## src/rtl/dmem_ctrl.sv

```systemverilog
// rtl/dmem_ctrl.sv - data-memory access controller for the pixel RAM
//
// Runs one load or store per four-phase handshake against a synchronous
// single-port RAM. The control unit holds mem_op until done, then drops it
// to 00. All outputs are registered.
//
// Optional feature: define DMEM_BOUND_CHK_EN to reject accesses with
// dm_addr >= MEM_DEPTH (and the reserved op 11) with err=1 and no RAM access.
//
// Ports:
//   clk, rst_n  - rising-edge clock, asynchronous active-low reset
//   mem_op      - 00 none, 01 load, 10 store, 11 reserved
//   dm_addr     - access address from the register file
//   dm_data     - store data from the register file
//   mem_data    - load result, held until the next load completes
//   busy        - access in flight
//   done        - access complete, waiting for mem_op=00
//   err         - out-of-range access, valid while done=1
//   ram_en, ram_we, ram_addr, ram_wdata - RAM command
//   ram_rdata   - RAM read data, RD_LAT clocks after the RAM samples ram_en
module dmem_ctrl #(
  parameter int ADDR_W    = 19,
  parameter int DATA_W    = 8,
  parameter int RD_LAT    = 1,
  parameter int MEM_DEPTH = 65536
) (
  input  logic              clk,
  input  logic              rst_n,
  input  logic [1:0]        mem_op,
  input  logic [ADDR_W-1:0] dm_addr,
  input  logic [DATA_W-1:0] dm_data,
  output logic [DATA_W-1:0] mem_data,
  output logic              busy,
  output logic              done,
  output logic              err,
  output logic              ram_en,
  output logic              ram_we,
  output logic [ADDR_W-1:0] ram_addr,
  output logic [DATA_W-1:0] ram_wdata,
  input  logic [DATA_W-1:0] ram_rdata
);

  localparam int CNT_W = $clog2(RD_LAT + 1);
  localparam logic [1:0] OP_NONE = 2'b00;
  localparam logic [1:0] OP_LD   = 2'b01;
  localparam logic [1:0] OP_ST   = 2'b10;

  if (RD_LAT < 1 || RD_LAT > 4 || MEM_DEPTH < 1) begin : g_param_chk
    $error("dmem_ctrl: RD_LAT must be 1..4 and MEM_DEPTH positive");
  end

  typedef enum logic [1:0] {IDLE, RD, WR, DONE} state_t;

  state_t            state_q, state_d;
  logic [CNT_W-1:0]  cnt_q, cnt_d;
  logic [DATA_W-1:0] mem_data_q, mem_data_d;
  logic              busy_q, busy_d;
  logic              done_q, done_d;
  logic              ram_en_q, ram_en_d;
  logic              ram_we_q, ram_we_d;
  logic [ADDR_W-1:0] ram_addr_q, ram_addr_d;
  logic [DATA_W-1:0] ram_wdata_q, ram_wdata_d;

`ifdef DMEM_BOUND_CHK_EN
  localparam logic [ADDR_W:0] DEPTH_X = (ADDR_W+1)'(MEM_DEPTH);
  // A rejected access travels through WR with the RAM strobes left low;
  // bad_q marks it and ld_q remembers whether mem_data must be cleared.
  logic err_q, err_d;
  logic bad_q, bad_d;
  logic ld_q, ld_d;
`endif

  always_ff @(posedge clk or negedge rst_n) begin
    if (!rst_n) begin
      state_q     <= IDLE;
      cnt_q       <= '0;
      mem_data_q  <= '0;
      busy_q      <= 1'b0;
      done_q      <= 1'b0;
      ram_en_q    <= 1'b0;
      ram_we_q    <= 1'b0;
      ram_addr_q  <= '0;
      ram_wdata_q <= '0;
`ifdef DMEM_BOUND_CHK_EN
      err_q       <= 1'b0;
      bad_q       <= 1'b0;
      ld_q        <= 1'b0;
`endif
    end else begin
      state_q     <= state_d;
      cnt_q       <= cnt_d;
      mem_data_q  <= mem_data_d;
      busy_q      <= busy_d;
      done_q      <= done_d;
      ram_en_q    <= ram_en_d;
      ram_we_q    <= ram_we_d;
      ram_addr_q  <= ram_addr_d;
      ram_wdata_q <= ram_wdata_d;
`ifdef DMEM_BOUND_CHK_EN
      err_q       <= err_d;
      bad_q       <= bad_d;
      ld_q        <= ld_d;
`endif
    end
  end

  always_comb begin
    state_d     = state_q;
    cnt_d       = cnt_q;
    mem_data_d  = mem_data_q;
    busy_d      = busy_q;
    done_d      = done_q;
    ram_en_d    = ram_en_q;
    ram_we_d    = ram_we_q;
    ram_addr_d  = ram_addr_q;
    ram_wdata_d = ram_wdata_q;
`ifdef DMEM_BOUND_CHK_EN
    err_d       = err_q;
    bad_d       = bad_q;
    ld_d        = ld_q;
`endif

    case (state_q)
      IDLE: begin
`ifdef DMEM_BOUND_CHK_EN
        if (mem_op == 2'b11 ||
            ((mem_op == OP_LD || mem_op == OP_ST) && {1'b0, dm_addr} >= DEPTH_X)) begin
          busy_d  = 1'b1;
          bad_d   = 1'b1;
          ld_d    = (mem_op == OP_LD);
          state_d = WR;
        end else
`endif
        if (mem_op == OP_LD) begin
          ram_addr_d = dm_addr;
          ram_en_d   = 1'b1;
          busy_d     = 1'b1;
          cnt_d      = '0;
          state_d    = RD;
        end else if (mem_op == OP_ST) begin
          ram_addr_d  = dm_addr;
          ram_wdata_d = dm_data;
          ram_en_d    = 1'b1;
          ram_we_d    = 1'b1;
          busy_d      = 1'b1;
          state_d     = WR;
        end
      end

      RD: begin
        // cnt holds the number of edges spent in RD; the RAM sampled ram_en
        // at the first of them, so data is ready once RD_LAT more have passed.
        ram_en_d = 1'b0;
        cnt_d    = cnt_q + CNT_W'(1);
        if (cnt_q == CNT_W'(RD_LAT)) begin
          mem_data_d = ram_rdata;
          busy_d     = 1'b0;
          done_d     = 1'b1;
          state_d    = DONE;
        end
      end

      WR: begin
        // The RAM commits the write on this edge.
        ram_en_d = 1'b0;
        ram_we_d = 1'b0;
        busy_d   = 1'b0;
        done_d   = 1'b1;
        state_d  = DONE;
`ifdef DMEM_BOUND_CHK_EN
        bad_d = 1'b0;
        if (bad_q) begin
          err_d = 1'b1;
          if (ld_q) mem_data_d = '0;
        end
`endif
      end

      DONE: begin
        // Returning to IDLE only after seeing 00 keeps a held op from
        // launching a second access.
        if (mem_op == OP_NONE) begin
          done_d  = 1'b0;
          state_d = IDLE;
`ifdef DMEM_BOUND_CHK_EN
          err_d   = 1'b0;
`endif
        end
      end

      default: state_d = IDLE;
    endcase
  end

  assign mem_data  = mem_data_q;
  assign busy      = busy_q;
  assign done      = done_q;
  assign ram_en    = ram_en_q;
  assign ram_we    = ram_we_q;
  assign ram_addr  = ram_addr_q;
  assign ram_wdata = ram_wdata_q;
`ifdef DMEM_BOUND_CHK_EN
  assign err       = err_q;
`else
  assign err       = 1'b0;
`endif

endmodule

```

## config.mk

```make
export PLATFORM = sky130hd
export DESIGN_NAME = dmem_ctrl
export DESIGN_NICKNAME = d
export VERILOG_FILES = /design/src/rtl/dmem_ctrl.sv
export SDC_FILE = /design/constraint.sdc
export NUM_CORES = 1
export LEC_CHECK = 0
export BUFFER_PORTS_ARGS = -buffer_cell sky130_fd_sc_hd__buf_2
export CORE_ASPECT_RATIO = 0.7
export CORE_UTILIZATION = 30
export DETAILED_ROUTE_END_ITERATION = 7
export GPL_ROUTABILITY_DRIVEN = 0
export GPL_TIMING_DRIVEN = 0
export PLACE_DENSITY_LB_ADDON = 0.05
export SLEW_MARGIN = 20
export SYNTH_ARGS = -nofsm -noshare
export SYNTH_HDL_FRONTEND = slang
export SYNTH_SLANG_ARGS = --single-unit
```

## constraint.sdc

```tcl
create_clock -name clk -period 3.7 [get_ports clk]
set_input_delay 0.74 -clock clk [delete_from_list [all_inputs] [get_ports clk]]
set_output_delay 0.74 -clock clk [all_outputs]
set_load 0.01 [all_outputs]
```

Word level (Yosys, flattened, before mapping)

Cells that the tools add are included.

Register bits: 42
Bits of input ports: 39
Output and inout bits: 40
Word-level logic and storage cells: 59

Add/sub/neg operators: 1
Eq/ne operators: 11
Multiplexer cells: 19
Bitwise gates (word level): 1
Reduce and logical (&&, ||, !) cells: 18

Operators with widths:

| cell                  | count |
|---|---|
| $mux W19              | 2 |
| $reduce_and A3 Y1     | 5 |
| $ne A2 B2 Y1 const B  | 5 |
| $mux W2               | 4 |
| $pmux W2 S4           | 1 |
| $reduce_and A2 Y1     | 4 |
| $reduce_bool A2 Y1    | 4 |
| $mux W1               | 7 |
| $eq A2 B2 Y1 const B  | 3 |
| $pmux W1 S2           | 3 |
| $pmux W1 S3           | 2 |
| $reduce_bool A3 Y1    | 2 |
| $eq A2 B1 Y1 const B  | 2 |
| $logic_not A2 Y1      | 2 |
| $ne A3 B3 Y1 const B  | 1 |
| $reduce_or A2 Y1      | 1 |
| $add A1 B1 Y1 const B | 1 |
| $not A1 Y1            | 1 |

Logic depth before layout (Yosys ltp)

Gate-level depths: netlist (run 1).

Depth in word-level cells: 4
Gate-level depth with buffers: 6
Gate-level depth less buffers: 5

Least setup slack after synthesis (run 1)

OpenSTA, ideal clock, no wires.

Path kind: in2reg
Start point: in mem_op[0]
End point: reg ram_addr_q[10], in the netlist ram_addr[10]
Library setup time: 0.125 ns
Arrival time: 1.751 ns
Required time: 3.575 ns
Slack: 1.824 ns
Stages: 5
Path buffers: 1
Path through: inv_1 > ha_1 > nand2_4 > buf_6 > mux2_4

Cells in the longest elaborated chain, start to end: 3
Elaborated cells on any way between the ends: 5
Those cells by class: eq/ne (2); mux (1); reduce/logical (2)

Ends and longest elaborated chain:

| what                                                | line     | source |
|---|---|---|
| start, declared                                     | 29       | `input logic [1:0] mem_op,` |
| $eq A2 B1 Y1 / $eq A2 B2 Y1 (equally long branches) | 134, 140 |  |
| $reduce_bool A2 Y1 (no line)                        | --       |  |
| $reduce_and A2 Y1 (no line)                         | --       |  |
| end signal, assigned                                | 97       | `ram_addr_q <= ram_addr_d;` |
| end, declared                                       | 61       | `logic [ADDR_W-1:0] ram_addr_q, ram_addr_d;` |

Several ways; a longest one is shown, not always the timed one.
A chain may end at the register's enable or synchronous reset.

Worst setup path in the final report (run 1)

Start point: in mem_op[0]
End point: reg ram_addr_q[3], in the netlist ram_addr[3]

The elaborated chain is that of the path after synthesis.

==> results of run 1 <==
[metrics by stage]
stage,area (um^2),worst slack [ns]
2_1_floorplan,1850,1.82
4_1_cts,2410,1.89
3_5_place_dp,2330,1.58
6_report,2410,1.89
3_3_place_gp,2330,1.60
5_1_grt,2410,1.86
[worst max-delay path, stage by stage]
cell	delay, ns
buf_2	0.09
inv_1	0.05
ha_1	0.38
nand2_4	0.19
buf_6	0.21
mux2_4	0.31
[state kept, by name (all words and copies together) (netlist names)]
signal	cells
busy	1
cnt_q	1
done	1
mem_data	8
ram_addr	19
ram_en	1
ram_wdata	8
ram_we	1
state_q	2
[cells in the mapped netlist]
cell and n:
a211oi_1 1, inv_1 7, nand2_1 1, o21ai_0 2, nor2b_2 1, buf_4 1, dfrtp_1 42, mux2_2 25
nand2b_1 3, a22o_1 1, ha_1 8, nand2_4 1, mux2i_1 4, conb_1 1, buf_6 2, xnor2_1 1
a221oi_4 1, o2bb2ai_1 3, nor2_1 2, inv_2 1, o31ai_1 2, nand2_2 2, mux2_4 10
[layout make-up]
cell class | instances | area share
clock inverter | 2 | 0.00415
multi-input combinational | 69 | 0.307
sequential | 42 | 0.436
buffer | 3 | 0.0125
clock buffer | 5 | 0.0286
timing repair buffer | 77 | 0.160
tap | 75 | 0.0389
inverter | 8 | 0.0125
[power breakdown]
group | internal [mW] | switching [mW] | leakage (nW)
Combinational | 0.499 | 0.432 | 0.707
Clock | 0.127 | 0.153 | 0.0438
Sequential | 0.693 | 0.122 | 0.500
Total | 1.32 | 0.708 | 1.25
[kinds of logic after synthesis]
family / Yosys count
other: 1
buffers and inverters: 11
flip-flops: 42
AO/OA/AOI/OAI: 10
adder cells (fa/ha/maj): 8
multiplexers: 39
XOR/XNOR: 1
AND/OR/NAND/NOR: 10
[per-layer routing]
layer,vias up,track usage,part of all wire
li1,587,-,-
met1,601,0.146,0.42
met2,46,0.205,0.50
met3,4,0.0405,0.067
met4,0,0.0597,0.013
met5,-,0,0
[worst max path at each step]
stage | startpoint | end | slack (ns)
floorplan | mem_op[0] | ram_addr[10] | 1.82
global placement | mem_op[0] | ram_addr[5] | 1.60
detailed placement | mem_op[0] | ram_addr[3] | 1.58
CTS | mem_op[0] | ram_addr[3] | 1.89
global route | mem_op[0] | ram_addr[10] | 1.86
finish | mem_op[0] | ram_addr[3] | 1.89
==> flow_metrics.env, run 1 <==
export IMPL_status="complete, no violations"
export IMPL_p_leak_nw=1.25
export IMPL_ctsResizeCount=0
export IMPL_synthAdderAreaFrac=0.0541
export IMPL_total_power_mw=2.03
export IMPL_min_from="mem_data[4]"
export IMPL_criticalPathCategory="in2reg"
export IMPL_synth_cells=122
export IMPL_worstPathRequired_ns=3.87
export IMPL_routed_wl_mm=3.79
export IMPL_crit_path_end_kind="flip-flop"
export IMPL_hold_viol=0
export IMPL_area_growth_syn_to_layout_pct=30.1
export IMPL_layout_common_cells="77 x buf_2, 42 x dfrtp_1, 25 x mux2_2"
export IMPL_yosys_area_top_type="dfrtp_1"
export IMPL_reg2reg_from="state_q[1]"
export IMPL_synthMuxAreaShare=0.255
export IMPL_synth_yosys_warnings=0
export IMPL_skew_ns=0.00933
export IMPL_ctsHoldBuffers=0
export IMPL_ys_seq_area_frac=0.568
export IMPL_slew_violations=0
export IMPL_period_needed_ns=1.81
export IMPL_r2r_end="ram_addr[3]"
export IMPL_multi_input_area_um2=741
export IMPL_cts_tree="done"
export IMPL_clock_latency_ns=0.29
export IMPL_synth_seq_cells=42
export IMPL_routed_via_count=1238
export IMPL_core_mm2=0.00584
export IMPL_synth_top_cell_area_share=0.568
export IMPL_hold_slack_ns=0.503
export IMPL_synth_simple_area_share=0.0338
export IMPL_drtAntennaViolNets=0
export IMPL_cts_reportedPaths_clkPinSlew_ns=0.07
export IMPL_synth_avg_cell_area_um2=15.2
export IMPL_synth_compound_area_frac=0.0507
export IMPL_grt_max_degree=43
export IMPL_root_buffer="clkbuf_8"
export IMPL_max_freq_mhz=554
export IMPL_synth_xor_area_frac=0.00473
export IMPL_drive_gt1_frac=0.621
export IMPL_globalRoute_totalOverflow=0
export IMPL_layout_commonest_cell="buf_2"
export IMPL_critPathLaunchType="input port"
export IMPL_numClockSinks=42
export IMPL_min_path_type="reg2reg"
export IMPL_num_fill_cells=572
export IMPL_io_buffers=77
export IMPL_irDropWorstVdd_uv=335
export IMPL_die_area_mm2=0.00650
export IMPL_htree_levels=2
export IMPL_vias_per_cell=4.41
export IMPL_rr_worst_depth=6
export IMPL_synth_top_family_by_area="multiplexers"
export IMPL_setup_viol=0
export IMPL_die_w_um=95.9
export IMPL_power_density_mw_per_mm2=841
export IMPL_synth_net_count=169
export IMPL_dpl_hpwl_mm=2.88
export IMPL_crit_fanout=10
export IMPL_place_inst=274
export IMPL_final_cells=281
export IMPL_max_slew_margin=0.388
export IMPL_drv_cap=0
export IMPL_fin_tns_setup_ns=0
export IMPL_num_io_pins=79
export IMPL_grt_pass1_wl_mm=5.89
export IMPL_grt_pass1_vias=1257
export IMPL_grt_usage=0.124
export IMPL_drtIter0Drc=50
export IMPL_worst_pin_slew_ns=0.919
export IMPL_placementRows=23
export IMPL_synth_lib_cells_used_distinct=23
export IMPL_initial_core_util=0.317
export IMPL_layout_area_seq_mm2=0.00105
export IMPL_rrSetupSlack_ns=2.07
export IMPL_drc=0
export IMPL_wl_per_cell_um=13.5
export IMPL_yosys_top_cells_area="dfrtp_1 57%, mux2_2 15%, mux2_4 8.1%, ha_1 5.4%, mux2i_1 2.2%"
export IMPL_die_y_um=67.7
export IMPL_rsz0062_at_grt="false"
export IMPL_cts_buffers=5
export IMPL_clock_path_buffers=2
export IMPL_antenna_found_initial=0
export IMPL_post_cts_setup_buffer_count=0
export IMPL_arrival_ns=1.98
export IMPL_synth_area_mm2=0.00185
export IMPL_post_route_period_util=0.488
export IMPL_fin_nets=253
export IMPL_antenna_cells=0
export IMPL_dr_pass1_iters=4
export IMPL_whs_path_depth=1
export IMPL_final_core_util=0.413
export IMPL_hold_path_end="mem_data[4]"
No activity file was read; power rests on OpenSTA's default activity.
==> inputs of run 2 (changes only) <==
--- a/config.mk
+++ b/config.mk
@@ -5,6 +5,7 @@
 export SDC_FILE = /design/constraint.sdc
 export NUM_CORES = 1
 export LEC_CHECK = 0
+export ABC_AREA = 1
 export BUFFER_PORTS_ARGS = -buffer_cell sky130_fd_sc_hd__buf_2
 export CORE_ASPECT_RATIO = 0.7
 export CORE_UTILIZATION = 30
==> constraint.sdc (replaced) <==
create_clock -name clk -period 1.7 [get_ports clk]
set_input_delay 0.34 -clock clk [delete_from_list [all_inputs] [get_ports clk]]
set_output_delay 0.34 -clock clk [all_outputs]
set_load 0.01 [all_outputs]
==> flow_metrics.env, run 2 <==
export IMPL_root_buffer="clkbuf_8"
export IMPL_initial_core_util=0.319
export IMPL_use_met2=0.197
export IMPL_dr_pass1_iters=4
export IMPL_cts_buffers=5
export IMPL_dpl_hpwl_mm=3.11
export IMPL_post_cts_setup_buffer_count=0
export IMPL_ctsResizeCount=0
export IMPL_irDropWorstVdd_uv=640
export IMPL_synth_top_cell_area_share=0.561
export IMPL_rsz0062_at_grt="false"
export IMPL_yosys_top_cells_area="dfrtp_1 56%, nand2_1 22%, nand3_1 5.9%, ha_1 5.3%, inv_1 2.4%"
export IMPL_synth_cells=216
export IMPL_io_buffers=77
export IMPL_total_power_mw=4.46
export IMPL_area_growth_syn_to_layout_pct=31.6
export IMPL_power_density_mw_per_mm2=1810
export IMPL_grt_most_used_layer="met2"
export IMPL_synth_top_family_by_area="simple AND/OR/NAND/NOR gates"
export IMPL_placementRows=23
export IMPL_drv_cap=0
export IMPL_synth_xor_area_frac=0
export IMPL_synthAdderAreaFrac=0.0535
export IMPL_synth_yosys_warnings=0
export IMPL_core_mm2=0.00587
export IMPL_clock_path_buffers=2
export IMPL_worstPathRequired_ns=1.89
export IMPL_globalRoute_totalOverflow=0
export IMPL_htree_levels=2
export IMPL_crit_fanout=10
export IMPL_cts_reportedPaths_clkPinSlew_ns=0.08
export IMPL_fin_nets=347
export IMPL_reg2reg_from="state_q[0]"
export IMPL_wl_per_cell_um=11.2
export IMPL_p_leak_nw=1.46
export IMPL_layout_commonest_cell="nand2_1"
export IMPL_die_y_um=68.1
export IMPL_clock_latency_ns=0.29
export IMPL_fin_ws_ns=0.334
export IMPL_critPathLaunchType="flip-flop"
export IMPL_synth_main_ff_cell="dfrtp_1"
export IMPL_setup_viol=0
export IMPL_slew_violations=0
export IMPL_grt_pass1_wl_mm=6.60
export IMPL_synth_compound_area_frac=0.0207
export IMPL_synth_simple_area_share=0.293
export IMPL_ys_seq_area_frac=0.561
export IMPL_synth_lib_cells_used_distinct=16
export IMPL_max_freq_mhz=732
export IMPL_final_core_util=0.420
export IMPL_fin_tns_setup_ns=0
export IMPL_routed_via_count=1552
export IMPL_max_slew_margin=0.383
export IMPL_synthMuxAreaShare=0
export IMPL_place_ws_ns=0.264
export IMPL_antenna_found_initial=0
export IMPL_synth_enable_flop_cells=0
export IMPL_cts_tree="done"
export IMPL_grt_usage=0.137
export IMPL_drtAntennaViolNets=0
export IMPL_routed_wl_mm=4.21
export IMPL_numClockSinks=42
export IMPL_synthTopCellsByCount="109 x nand2_1, 42 x dfrtp_1, 22 x nand3_1, 12 x inv_1, 8 x ha_1"
export IMPL_synth_area_mm2=0.00187
export IMPL_synth_net_count=263
export IMPL_crit_path_end_kind="flip-flop"
export IMPL_skew_ns=0.00446
export IMPL_min_path_type="in2async"
export IMPL_layout_common_cells="109 x nand2_1, 78 x buf_2, 42 x dfrtp_1"
export IMPL_hold_viol=0
export IMPL_die_w_um=96.4
export IMPL_ctsHoldBuffers=0
export IMPL_period_needed_ns=1.37
export IMPL_antenna_cells=0
export IMPL_drc=0
export IMPL_arrival_ns=1.55
export IMPL_grt_pass1_vias=1388
export IMPL_met3_usage=0.0456
export IMPL_grt_max_degree=43
export IMPL_synth_seq_cells=42
export IMPL_status="complete, no violations"
export IMPL_post_route_period_util=0.803
export IMPL_die_area_mm2=0.00656
export IMPL_vias_per_cell=4.14
export IMPL_synth_most_common_cell="nand2_1"
export IMPL_worst_pin_slew_ns=0.926
export IMPL_num_io_pins=79
export IMPL_grtUsageMet1=0.188
export IMPL_yosys_area_top_type="dfrtp_1"
export IMPL_drive_gt1_frac=0.333
export IMPL_criticalPathCategory="reg2reg"
export IMPL_largest_reg_flops=19
export IMPL_drtIter0Drc=86
export IMPL_cp_startpoint="state_q[0]"
export IMPL_async_flop_share=1.00
export IMPL_synth_avg_cell_area_um2=8.67
==> run 2: cells by family after synthesis <==
family,Yosys count
flops,42
other cells,1
simple gates,135
buf+inv,23
fa+ha+maj,8
compound gates,7
==> run 2: layout make-up <==
| cell class | instances | area (um^2) |
|---|---|---|
| Buffer | 9 | 76.3 |
| Clock buffer | 6 | 82.6 |
| Clock inverter | 1 | 30.0 |
| Fill cell | 633 | 3410 |
| Inverter | 14 | 52.6 |
| Multi-Input combinational cell | 151 | 692 |
| Sequential cell | 42 | 1050 |
| Tap cell | 75 | 93.8 |
| Timing Repair Buffer | 77 | 385 |
==> run 2: metal layers <==
layer  vias to the layer above  part of all wire  wire, um
li1                        826                 -         -
met1                       677              0.50      2090
met2                        44              0.41      1730
met3                         5             0.080       336
met4                         0             0.014        59
met5                         -                 0         0
==> run 2: worst max-delay path, cell delays in order (launching register included) <==
cell and delay (ns):
dfrtp_1 0.42, inv_1 0.12, ha_1 0.21, nand2_1 0.10
buf_6 0.15, buf_6 0.14, nand2_1 0.05, nand2_1 0.05
==> run 2: worst paths after layout <==
kind                                 to  slack [ns]  cells after the start
setup / recovery            ram_addr[6]        0.33                      7
hold / removal               state_q[0]        0.18                      1
setup reg to reg            ram_addr[6]        0.33                      7
hold reg to reg            ram_wdata[5]        0.47                      2
max in group asynchronous   ram_addr[0]        0.94                      1
min in group clk            ram_addr[8]        0.24                      3
==> run 2: where the power goes <==
group	internal [mW]	switching [mW]	leakage [nW]
clock network	0.470	0.331	0.0573
registers	1.47	0.238	0.518
logic	0.792	1.16	0.886
total	2.73	1.73	1.46
==> run 2: through the flow <==
| step | instance area, um^2 | cells | hold WS [ns] |
|---|---|---|---|
| 4_1_cts | 2460 | 375 | 0.224 |
| 3_3_place_gp | 2350 | 368 | 0.456 |
| 3_5_place_dp | 2350 | 368 | 0.456 |
| 2_1_floorplan | 1870 | 216 | 0.0444 |
| 6_report | 2460 | 375 | 0.181 |
| 5_1_grt | 2460 | 375 | 0.226 |
==> inputs of run 3 (changes only) <==
==> constraint.sdc (replaced) <==
create_clock -name clk -period 1.2 [get_ports clk]
set_input_delay 0.24 -clock clk [delete_from_list [all_inputs] [get_ports clk]]
set_output_delay 0.24 -clock clk [all_outputs]
set_load 0.01 [all_outputs]
==> flow_metrics.env, run 3 (synthesis gave the netlist of run 2 again) <==
export IMPL_status="finished, violations left"
export IMPL_violations="negative setup slack"
export IMPL_dpl_hpwl_mm=3.03
export IMPL_rrSetupSlack_ns=-0.06
export IMPL_antenna_cells=0
export IMPL_rr_worst_depth=7
export IMPL_grt_pass1_vias=1468
export IMPL_worstPathRequired_ns=1.40
export IMPL_irDropWorstVdd_uv=1090
export IMPL_skew_ns=0.00520
export IMPL_drtAntennaViolNets=0
export IMPL_crit_path_end_kind="flip-flop"
export IMPL_worst_pin_slew_ns=0.970
export IMPL_grt_max_degree=43
export IMPL_root_buffer="clkbuf_8"
export IMPL_hold_slack_ns=0.0938
export IMPL_power_density_mw_per_mm2=2560
export IMPL_layout_common_cells="86 x nand2_1, 79 x buf_2, 42 x dfrtp_1"
export IMPL_setup_viol=13
export IMPL_total_power_mw=6.93
export IMPL_layout_commonest_cell="nand2_1"
export IMPL_reg2reg_from="state_q[0]"
export IMPL_hold_viol=0
export IMPL_use_met2=0.197
export IMPL_num_io_pins=79
export IMPL_die_area_mm2=0.00656
export IMPL_critPathLaunchType="flip-flop"
export IMPL_placementRows=23
export IMPL_grtUsageMet1=0.218
export IMPL_dr_pass1_iters=4
export IMPL_p_leak_nw=1.54
export IMPL_met3_usage=0.0478
export IMPL_post_route_period_util=1.05
export IMPL_layout_area_seq_mm2=0.00105
export IMPL_drive_gt1_frac=0.473
export IMPL_globalRoute_totalOverflow=0
export IMPL_vias_per_cell=4.25
export IMPL_grt_usage=0.147
export IMPL_cts_reportedPaths_clkPinSlew_ns=0.09
export IMPL_max_freq_mhz=791
export IMPL_die_w_um=96.4
export IMPL_crit_fanout=5
export IMPL_fin_tns_setup_ns=-0.507
export IMPL_num_fill_cells=609
export IMPL_arrival_ns=1.46
export IMPL_numClockSinks=42
export IMPL_criticalPathCategory="reg2reg"
export IMPL_drtIter0Drc=46
export IMPL_routed_wl_mm=4.55
export IMPL_io_buffers=77
export IMPL_min_path_type="in2async"
export IMPL_wl_per_cell_um=11.8
export IMPL_cts_tree="done"
export IMPL_ctsHoldBuffers=0
export IMPL_clock_latency_ns=0.30
export IMPL_routed_via_count=1642
export IMPL_multi_input_area_um2=828
export IMPL_area_growth_syn_to_layout_pct=44.6
export IMPL_largest_reg_flops=19
export IMPL_period_needed_ns=1.26
export IMPL_fin_area_mm2=0.00271
export IMPL_die_y_um=68.1
export IMPL_fin_ws_ns=-0.0643
export IMPL_drv_cap=0
export IMPL_cts_buffers=5
export IMPL_drc=0
export IMPL_core_mm2=0.00587
export IMPL_slew_violations=0
export IMPL_dpl_cell_area_mm2=0.00235
export IMPL_grt_pass1_wl_mm=7.19
export IMPL_max_slew_margin=0.353
export IMPL_clock_path_buffers=2
export IMPL_initial_core_util=0.319
export IMPL_htree_levels=2
export IMPL_antenna_found_initial=0
export IMPL_rsz0062_at_grt="true"
export IMPL_grt_most_used_layer="met1"
export IMPL_fin_nets=357
export IMPL_r2r_end="ram_addr[7]"
==> run 3: how the worst max path moves through the flow <==
stage,startpoint,end,cells past startpoint
final,state_q[0],ram_addr[7],7
after floorplan,state_q[0],ram_addr[10],7
after detailed placement,mem_op[0],ram_addr[16],8
after global placement,mem_op[0],busy,8
after global routing,state_q[0],ram_addr[7],7
after CTS,state_q[0],ram_we,6
==> run 3: through the flow <==
stage                     cells  setup WS (ns)   util
after floorplan             216        0.00653      -
after global routing        386         -0.126  0.461
after detailed placement    368         -0.133  0.401
after global placement      368         -0.122  0.401
after CTS                   382        -0.0259  0.433
final                       386        -0.0643  0.461
==> run 3: timing repair <==
item	4_1_cts	5_1_grt
gates resized for setup	14	36
setup endpoints to repair	38	42
cloned	2	1
pin swaps	2	13
setup buffers	4	3
==> run 3: layout make-up <==
cell class	count	area share
flip-flops and latches	42	0.388
multi-input cells	151	0.306
repair buffers	87	0.180
plain buffers	9	0.0365
well taps	75	0.0347
clock buffers	6	0.0305
inverters	14	0.0194
clock inverters	2	0.00462
==> run 3: critical path, stage by stage, from the launching register on <==
cell and delay, ns:
dfrtp_1 0.42, inv_2 0.11, ha_4 0.18, nand2_4 0.07
buf_6 0.14, clkbuf_16 0.15, nand2_1 0.05, nand2_1 0.05
==> run 3: layer usage <==
layer | vias to the layer above | part of all wire
met1 | 742 | 0.54
met5 | - | 0
met4 | 0 | 0.0092
met2 | 44 | 0.39
met3 | 5 | 0.064
li1 | 851 | -
==> run 3: report_power, final <==
part | switching (mW) | internal, mW | leakage, nW
registers | 0.390 | 2.08 | 0.518
logic | 1.88 | 1.58 | 0.974
clock network | 0.524 | 0.463 | 0.0472
total | 2.80 | 4.13 | 1.54
